**config.mk**
```make
export PLATFORM = sky130hd
export DESIGN_NAME = sprite_motion_ctrl
export DESIGN_NICKNAME = d
export VERILOG_FILES = /design/src/rtl/sprite_motion_ctrl.sv
export SDC_FILE = /design/constraint.sdc
export NUM_CORES = 1
export LEC_CHECK = 0
export ABC_AREA = 0
export CAP_MARGIN = 10
export CORE_ASPECT_RATIO = 1.2
export CORE_UTILIZATION = 25
export CTS_BUF_LIST = sky130_fd_sc_hd__clkbuf_16
export DETAILED_ROUTE_END_ITERATION = 12
export SYNTH_ARGS = -nofsm -noshare
export SYNTH_HDL_FRONTEND = slang
export SYNTH_SLANG_ARGS = --single-unit
```
**constraint.sdc**
```tcl
create_clock -name clk -period 4.6 [get_ports clk]
set_input_delay 0.92 -clock clk [delete_from_list [all_inputs] [get_ports clk]]
set_output_delay 0.92 -clock clk [all_outputs]
set_load 0.02 [all_outputs]
```
**src/rtl/sprite_motion_ctrl.sv**
```systemverilog
// Vertical motion controller for a jumping sprite: debounced button, vsync frame ticks,
// and a rise/fall/ground state machine that advances the sprite row once per frame.
module sprite_motion_ctrl #(
  parameter int START_Y         = 200,
  parameter int TOP_Y           = 0,
  parameter int FLOOR_Y         = 440,
  parameter int JUMP_V          = 8,
  parameter int GRAVITY         = 1,
  parameter int MAX_V           = 10,
  parameter int DEBOUNCE_CYCLES = 500000
) (
  input  logic        clk,
  input  logic        reset,
  input  logic        boton,
  input  logic        vsync,
  output logic [31:0] currY,
  output logic [1:0]  state,
  output logic        frame_tick
);

  typedef enum logic [1:0] {
    S_IDLE   = 2'b00,
    S_RISE   = 2'b01,
    S_FALL   = 2'b10,
    S_GROUND = 2'b11
  } state_t;

  localparam int          CW        = $clog2(DEBOUNCE_CYCLES + 1);
  localparam logic [9:0]  L_START   = 10'(START_Y);
  localparam logic [10:0] L_TOP     = 11'(TOP_Y);
  localparam logic [9:0]  L_TOP10   = 10'(TOP_Y);
  localparam logic [10:0] L_FLOOR   = 11'(FLOOR_Y);
  localparam logic [9:0]  L_FLOOR10 = 10'(FLOOR_Y);
  localparam logic [10:0] L_JV11    = 11'(JUMP_V);
  localparam logic [9:0]  L_JV_NXT  = (JUMP_V > GRAVITY) ? 10'(JUMP_V - GRAVITY) : 10'd0;
  localparam logic [9:0]  L_G10     = 10'(GRAVITY);
  localparam logic [10:0] L_G11     = 11'(GRAVITY);
  localparam logic [9:0]  L_MAX10   = 10'(MAX_V);
  localparam logic [10:0] L_MAX11   = 11'(MAX_V);

  logic          r_btn_s1, r_btn_s2, r_btn_db;
  logic [CW-1:0] r_db_cnt;
  logic          r_vs_s1, r_vs_s2, r_vs_prev;
  logic          r_frame_tick;
  logic          r_jump_pending, r_jump_defer;
  state_t        r_state, w_state_nxt;
  logic [9:0]    r_y, w_y_nxt;
  logic [9:0]    r_v, w_v_nxt;

  logic          w_db_flip, w_db_rise, w_vs_fall, w_jump;
  logic [10:0]   w_y11, w_vinc, w_ysum;
  logic [9:0]    w_vfall, w_vdec;

  // Synchronizers for the two asynchronous inputs
  always_ff @(posedge clk or negedge reset) begin
    if (!reset) begin
      r_btn_s1  <= 1'b0;
      r_btn_s2  <= 1'b0;
      r_vs_s1   <= 1'b0;
      r_vs_s2   <= 1'b0;
      r_vs_prev <= 1'b0;
    end else begin
      r_btn_s1  <= boton;
      r_btn_s2  <= r_btn_s1;
      r_vs_s1   <= vsync;
      r_vs_s2   <= r_vs_s1;
      r_vs_prev <= r_vs_s2;
    end
  end

  assign w_db_flip = (r_btn_s2 != r_btn_db) && (r_db_cnt == CW'(DEBOUNCE_CYCLES - 1));
  assign w_db_rise = w_db_flip && !r_btn_db;
  assign w_vs_fall = r_vs_prev && !r_vs_s2;
  assign w_jump    = r_frame_tick && r_jump_pending;

  always_ff @(posedge clk or negedge reset) begin
    if (!reset) begin
      r_btn_db <= 1'b0;
      r_db_cnt <= '0;
    end else if (r_btn_s2 == r_btn_db) begin
      r_db_cnt <= '0;
    end else if (w_db_flip) begin
      r_btn_db <= ~r_btn_db;
      r_db_cnt <= '0;
    end else begin
      r_db_cnt <= r_db_cnt + 1'b1;
    end
  end

  // A press landing on a jump tick is parked one cycle so the clear does not swallow it
  always_ff @(posedge clk or negedge reset) begin
    if (!reset) begin
      r_frame_tick   <= 1'b0;
      r_jump_pending <= 1'b0;
      r_jump_defer   <= 1'b0;
    end else begin
      r_frame_tick <= w_vs_fall;
      if (w_jump) begin
        r_jump_pending <= 1'b0;
        r_jump_defer   <= w_db_rise | r_jump_defer;
      end else begin
        r_jump_pending <= r_jump_pending | w_db_rise | r_jump_defer;
        r_jump_defer   <= 1'b0;
      end
    end
  end

  always_ff @(posedge clk or negedge reset) begin
    if (!reset) begin
      r_state <= S_IDLE;
      r_y     <= L_START;
      r_v     <= '0;
    end else begin
      r_state <= w_state_nxt;
      r_y     <= w_y_nxt;
      r_v     <= w_v_nxt;
    end
  end

  // Row math is done in 11 bits; top tests are rewritten as y < TOP+v to avoid underflow
  always_comb begin
    w_state_nxt = r_state;
    w_y_nxt     = r_y;
    w_v_nxt     = r_v;
    w_y11       = {1'b0, r_y};
    w_vinc      = {1'b0, r_v} + L_G11;
    w_vfall     = (w_vinc > L_MAX11) ? L_MAX10 : 10'(w_vinc);
    w_ysum      = w_y11 + {1'b0, w_vfall};
    w_vdec      = (r_v > L_G10) ? (r_v - L_G10) : 10'd0;
    if (w_jump) begin
      if (w_y11 < (L_TOP + L_JV11)) begin
        w_y_nxt     = L_TOP10;
        w_v_nxt     = '0;
        w_state_nxt = S_FALL;
      end else begin
        w_y_nxt     = 10'(w_y11 - L_JV11);
        w_v_nxt     = L_JV_NXT;
        w_state_nxt = (L_JV_NXT == 10'd0) ? S_FALL : S_RISE;
      end
    end else if (r_frame_tick) begin
      case (r_state)
        S_RISE: begin
          if (w_y11 < (L_TOP + {1'b0, r_v})) begin
            w_y_nxt     = L_TOP10;
            w_v_nxt     = '0;
            w_state_nxt = S_FALL;
          end else begin
            w_y_nxt     = 10'(w_y11 - {1'b0, r_v});
            w_v_nxt     = w_vdec;
            w_state_nxt = (w_vdec == 10'd0) ? S_FALL : S_RISE;
          end
        end
        S_FALL: begin
          if (w_ysum >= L_FLOOR) begin
            w_y_nxt     = L_FLOOR10;
            w_v_nxt     = '0;
            w_state_nxt = S_GROUND;
          end else begin
            w_y_nxt = 10'(w_ysum);
            w_v_nxt = w_vfall;
          end
        end
        default: begin
          w_state_nxt = r_state;
        end
      endcase
    end
  end

  assign currY      = {22'd0, r_y};
  assign state      = r_state;
  assign frame_tick = r_frame_tick;

endmodule

```
==> results of run 1 <==
kinds of logic after synthesis:
family | Yosys count | synth area share, %
DFF | 50 | 32.0
other | 1 | 0.0956
buffers and inverters | 57 | 7.97
AOI/OAI and AO/OA | 116 | 20.2
adders and majority gates | 27 | 9.00
muxes | 2 | 0.542
xor gates and xnor gates | 38 | 8.48
and+or+nand+nor | 167 | 21.7
worst paths after layout:
path | slack, ns | to | start
min in group asynchronous | 0.73 | r_db_cnt[7] | reset
max in group asynchronous | 3.41 | r_v[7] | reset
worst min register to register | 0.35 | r_btn_s2 | r_btn_s1
worst max-delay path | 0.25 | r_y[5] | r_v[0]
worst min-delay path | 0.35 | r_btn_s2 | r_btn_s1
worst max register to register | 0.25 | r_y[5] | r_v[0]
through the flow:
| stage | util, % | total power, mW |
|---|---|---|
| floorplan | - | 0.520 |
| global placement | 27.9 | 0.522 |
| detailed placement | 27.9 | 0.523 |
| CTS | 29.1 | 0.973 |
| global route | 29.2 | 0.993 |
| finish | 29.2 | 0.961 |
area by class of cell:
type                       count  area, sq um
fill                        1623        10700
multi-input combinational    378         2470
sequential                    50         1250
tap                          204          255
timing repair buffer          20          185
clock buffer                   5          125
inverter                      20         75.1
clock inverter                 3         48.8
per-layer routing:
| layer | vias up | track usage (%) | routed length, um |
|---|---|---|---|
| li1 | 1621 | - | - |
| met1 | 1586 | 15.1 | 4110 |
| met2 | 85 | 21.7 | 4950 |
| met3 | 21 | 1.22 | 281 |
| met4 | 0 | 7.02 | 349 |
| met5 | - | 0 | 0 |
power by group through the flow:
stage               sequential, mW  clock [mW]  combinational, mW
detailed placement           0.456           0             0.0671
floorplan                    0.456           0             0.0643
global route                 0.448       0.467             0.0775
CTS                          0.448       0.459             0.0673
finish                       0.448       0.444             0.0689
global placement             0.456           0             0.0660
flip-flops by register name (all words and copies together), names as in the netlist:
name	flops
frame_tick	1
r_btn_db	1
r_btn_s1	1
r_btn_s2	1
r_db_cnt	19
r_jump_defer	1
r_jump_pending	1
r_v	10
r_vs_prev	1
r_vs_s1	1
r_vs_s2	1
r_y	10
state	2
placed cells by master, fill, tap and decap left out, types with 15 or more instances in the layout:
cell type,n
nor2_1,53
dfrtp_1,47
nand2_1,32
o21ai_0,30
conb_1,28
ha_1,25
a21oi_1,23
inv_1,20
xnor2_1,19
xor2_1,19
nand3_1,16
clkdlybuf4s50_1,15
timing repair:
| action | in CTS | in global routing |
|---|---|---|
| endpoints found under the setup margin | 0 | 11 |
| hold buffers | 0 | 0 |
| gates resized for setup | 0 | 3 |
==> impl_metrics.tcl, run 1 <==
set metrics [dict create \
    yosysTopAreaCellShare_pct 30.0 \
    avgSynthCellArea_sq_um 8.56 \
    antenna_left 0 \
    clockBufferDepth 2 \
    timing.fmax_mhz 230 \
    start_util_pct 25.9 \
    crit_type "flip-flop to flip-flop" \
    post-cts-setup-buffers 0 \
    rr_worst_depth 14 \
    yosys.area.top_type "dfrtp_1" \
    drive_gt1_share_pct 7.77 \
    route.vias.total 3313 \
    seqPwrFrac_pct 46.6 \
    detailed_place_hpwl_mm 7.32 \
    drt_pass1_iterations 4 \
    fin_crit_sh_pct 94.6 \
    cellPowerDensity_mw_per_mm2 218 \
    synth_warnings 0 \
    cts_sinks 50 \
    drv_slew 0 \
    core_sq_mm 0.0151 \
    swShare_pct 24.6 \
    period_needed_ns 4.35 \
    synth.most_common_cell "nor2_1" \
    clock_skew_ns 0.0125 \
    hold_viol 0 \
    htree_levels 2 \
    cp_slowest_cell "or4_1" \
    synth_edf_count 0 \
    dpl-instance-area_sq_mm 0.00423 \
    syn_area_sq_mm 0.00392 \
    path_buf_inv 0 \
    whs_ns 0.349 \
    synthArstFlopShare_pct 100 \
    stdcell_count 680 \
    dp_slack_ns 0.118 \
    critPathLaunchType "flip-flop" \
    status "completed" \
    pwr-share-comb_pct 7.2 \
    worst_setup_path_end_kind "flip-flop" \
    clk_pin_slew_ns 0.08 \
    cp_top_family "compound AO/OA/AOI/OAI gates" \
    synthFlopType "dfrtp_1" \
    hp-class "flip-flop to flip-flop" \
    ys_types 73 \
    fp.dieArea_sq_mm 0.0162 \
    numCtsBuffers 5 \
    gr-total-overflow 0 \
    rsz0062_at_grt "false" \
    tritoncts "yes" \
    fp.dieW_um 116 \
    path_depth 14 \
    grt_pass1_vias 3272 \
    slowest_delay_ns 0.53 \
    vias_per_cell 4.87 \
    antenna_found_initial 0 \
    fin_area_sq_mm 0.00442 \
    power_leakage_nw 1.82 \
    p_int_uw 724 \
    worstPathArrival_ns 4.55 \
    ir_drop_mv 0.164 \
    grt_first_pass_wirelength_mm 16.1 \
    fp.dieH_um 139 \
    grt_max_degree 51 \
    fin_ws_ns 0.247 \
    ys_ff_latch 50 \
    ys_seq_area_share_pct 32.0 \
    io_pins 39 \
    globalplace.congestion 0.861 \
    whs_path_depth 0 \
    netlist_top_cells_area "dfrtp_1, ha_1, nor2_1, xnor2_1, xor2_1" \
    syn_to_final_growth_pct 12.6 \
    io_buffer_count 16 \
    synth_common_cells "nor2_1, dfrtp_1, nand2_1" \
    p_clk_share_pct 46.2 \
    worstMarginPinSlew_ns 1.04 \
    max-cap-violations 0 \
    drc_errors 0 \
    drt-total-wl_mm 9.70 \
    worstPathRequired_ns 4.80 \
    worstPathCellList "ha_1, or3b_2, mux2_2, o21ai_0, o21ai_2, nand2b_1, fa_1, a21o_1, a221oi_4, xor2_1, o31ai_1, a31o_1, or4_1, o21a_1" \
    rows 49 \
    nNetsFinal 506 \
    clk_latency_ns 0.30 \
    track_usage_pct 12.6 \
    synthCells 458 \
    wl_per_cell_um 14.3 \
    dp_cells 672 \
    clockRootBuffer "clkbuf_16" \
    antennaDiodeCount 0 \
    drt_iter0_drc 200 \
    finalSetupViolCount 0 \
    slew-limit-headroom_pct 30.4 \
    cp_max_fo 10 \
    p_sw_uw 236 \
    tns_ns 0 \
]
Note: power is estimated with default switching activity, not from simulation.
==> run 2, diff against run 1 <==
--- a/config.mk
+++ b/config.mk
@@ -8,9 +8,10 @@
 export ABC_AREA = 0
 export CAP_MARGIN = 10
 export CORE_ASPECT_RATIO = 1.2
-export CORE_UTILIZATION = 25
+export CORE_UTILIZATION = 58
 export CTS_BUF_LIST = sky130_fd_sc_hd__clkbuf_16
 export DETAILED_ROUTE_END_ITERATION = 12
+export PLACE_DENSITY = 0.81
 export SYNTH_ARGS = -nofsm -noshare
 export SYNTH_HDL_FRONTEND = slang
 export SYNTH_SLANG_ARGS = --single-unit
==> run 2 against run 1 <==
  * Clock skew down 0.0016 ns
  * First-iteration DRC count up 13%
  * Via count up 3.2%
  * Sequential power about the same
  * Highest routed layer unchanged
  * Utilization up 36 points
  * Hold slack worse by 0.0012 ns
  * Largest cell class unchanged
  * Final cell count down 18%
==> impl_metrics.tcl, run 2 (synthesis results as in run 1) <==
set metrics [dict create \
    status "completed" \
    hold_viol 0 \
    drt_pass1_iterations 5 \
    hp-class "flip-flop to flip-flop" \
    power_leakage_nw 1.82 \
    timing.rr.start "r_v[0]" \
    crit_start "r_v[0]" \
    detailed_place_hpwl_mm 6.55 \
    antenna_left 0 \
    start_util_pct 60.5 \
    vias_per_cell 6.11 \
    cp_slowest_cell "or4_1" \
    layout_common_cells "nor2_1, dfrtp_1, nand2_1, o21ai_0, conb_1" \
    wl_per_cell_um 16.0 \
    fp.dieW_um 77.1 \
    clock_skew_ns 0.0109 \
    hp-start "r_btn_s1" \
    worstMarginPinSlew_ns 1.03 \
    track_usage_pct 26.9 \
    met2_usage_pct 44.0 \
    gr-total-overflow 0 \
    drt-total-wl_mm 8.98 \
    worstPathRequired_ns 4.79 \
    grt_max_degree 51 \
    largest_registers "r_db_cnt: 19 flops, r_v: 10 flops, r_y: 10 flops" \
    max-cap-violations 0 \
    final_core_util_pct 65.5 \
    met1_usage_pct 34.3 \
    drt_iter0_drc 226 \
    layout_commonest_cell "nor2_1" \
    slowest_delay_ns 0.54 \
    rows 32 \
    core_sq_mm 0.00649 \
    fin_crit_sh_pct 95.6 \
    period_needed_ns 4.40 \
    antenna_found_initial 0 \
    rr_worst_depth 14 \
    top_usage_layer "met2" \
    tritoncts "yes" \
    drc_errors 0 \
    nNetsFinal 506 \
    clk_pin_slew_ns 0.07 \
    ir_drop_mv 0.151 \
    slew-limit-headroom_pct 30.5 \
    critPathLaunchType "flip-flop" \
    cp_max_fo 10 \
    numCtsBuffers 5 \
    top_register "r_db_cnt" \
    timing.fmax_mhz 227 \
    tns_ns 0 \
    clk_latency_ns 0.30 \
    r2r-end "r_y[5]" \
    rsz0062_at_grt "false" \
    route.vias.total 3419 \
    largest_reg_flops 19 \
    drive_gt1_share_pct 7.58 \
    endpoint "r_y[5]" \
    grt_pass1_vias 3225 \
    globalplace.congestion 0.935 \
    cts_sinks 50 \
    antennaDiodeCount 0 \
    grt_first_pass_wirelength_mm 15.1 \
    io_buffer_count 16 \
    worst_setup_path_end_kind "flip-flop" \
    fp.dieArea_sq_mm 0.00710 \
    drv_slew 0 \
    fill_cells 543 \
    syn_to_final_growth_pct 8.23 \
    worstPathCellList "ha_1, or3b_2, mux2_2, o21ai_0, o21ai_2, nand2b_1, fa_1, a21o_1, a221oi_2, o2111a_1, mux2i_1, a31o_1, or4_1, o21a_1" \
    clockRootBuffer "clkbuf_16" \
    htree_levels 2 \
    met3_usage_pct 5.07 \
    ff2ff_setup_slack_ns 0.20 \
    fp.dieH_um 92.1 \
    io_pins 39 \
    crit_type "flip-flop to flip-flop" \
    worstPathArrival_ns 4.59 \
    finalSetupViolCount 0 \
    cellPowerDensity_mw_per_mm2 220 \
    clockBufferDepth 2 \
]
-- run 2: how the worst min path moves through the flow --
stage | to | depth (start not counted)
floorplan | r_btn_s2 | 0
global placement | r_btn_s2 | 0
detailed placement | r_btn_s2 | 0
CTS | r_btn_s2 | 0
global route | r_btn_s2 | 0
finish | r_btn_s2 | 0
-- run 2: per-stage QoR --
step                hold WS (ns)  area, sq um  total power [mW]  cells  setup slack (ns)
floorplan                  0.331         4020             0.520    485             0.384
global placement           0.331         4080             0.521    553             0.316
detailed placement         0.335         4080             0.523    553             0.172
CTS                        0.350         4240             0.940    560             0.133
global route               0.359         4250             0.968    560            0.0290
finish                     0.347         4250             0.936    560             0.203
-- run 2: area by class of cell --
type / count / area, sq um / area share [%]
clock buffers: 5 / 125 / 2.95
clock inverters: 2 / 38.8 / 0.914
well taps: 85 / 106 / 2.51
flip-flops and latches: 50 / 1250 / 29.6
multi-input cells: 378 / 2460 / 57.9
inverters: 20 / 75.1 / 1.77
repair buffers: 20 / 185 / 4.36
-- run 2: where the power goes --
part | internal [mW] | switching, mW | leakage (nW)
sequential | 0.444 | 0.00351 | 0.621
clock | 0.255 | 0.166 | 0.0799
combinational | 0.0189 | 0.0485 | 1.12
total | 0.718 | 0.218 | 1.82
-- run 2: worst max-delay path, delay by kind of cell, from the launching register on --
family | cells | cell delay (ns)
AO/OA/AOI/OAI | 7 | 1.46
adder cells (fa/ha/maj) | 2 | 0.76
flip-flops | 1 | 0.48
multiplexers | 2 | 0.36
AND/OR/NAND/NOR | 3 | 1.24
-- run 2: metal layers --
| layer | up-vias | routed length, um | share of wire (%) |
|---|---|---|---|
| li1 | 1616 | - | - |
| met1 | 1668 | 4040 | 45 |
| met2 | 113 | 4330 | 48 |
| met3 | 22 | 354 | 3.9 |
| met4 | 0 | 248 | 2.8 |
| met5 | - | 0 | 0 |
-- run 2: repair_timing --
item,4_1_cts,5_1_grt
setup buffers,0,0
gates resized for setup,0,2
setup endpoints to repair,0,7
hold buffers,0,0
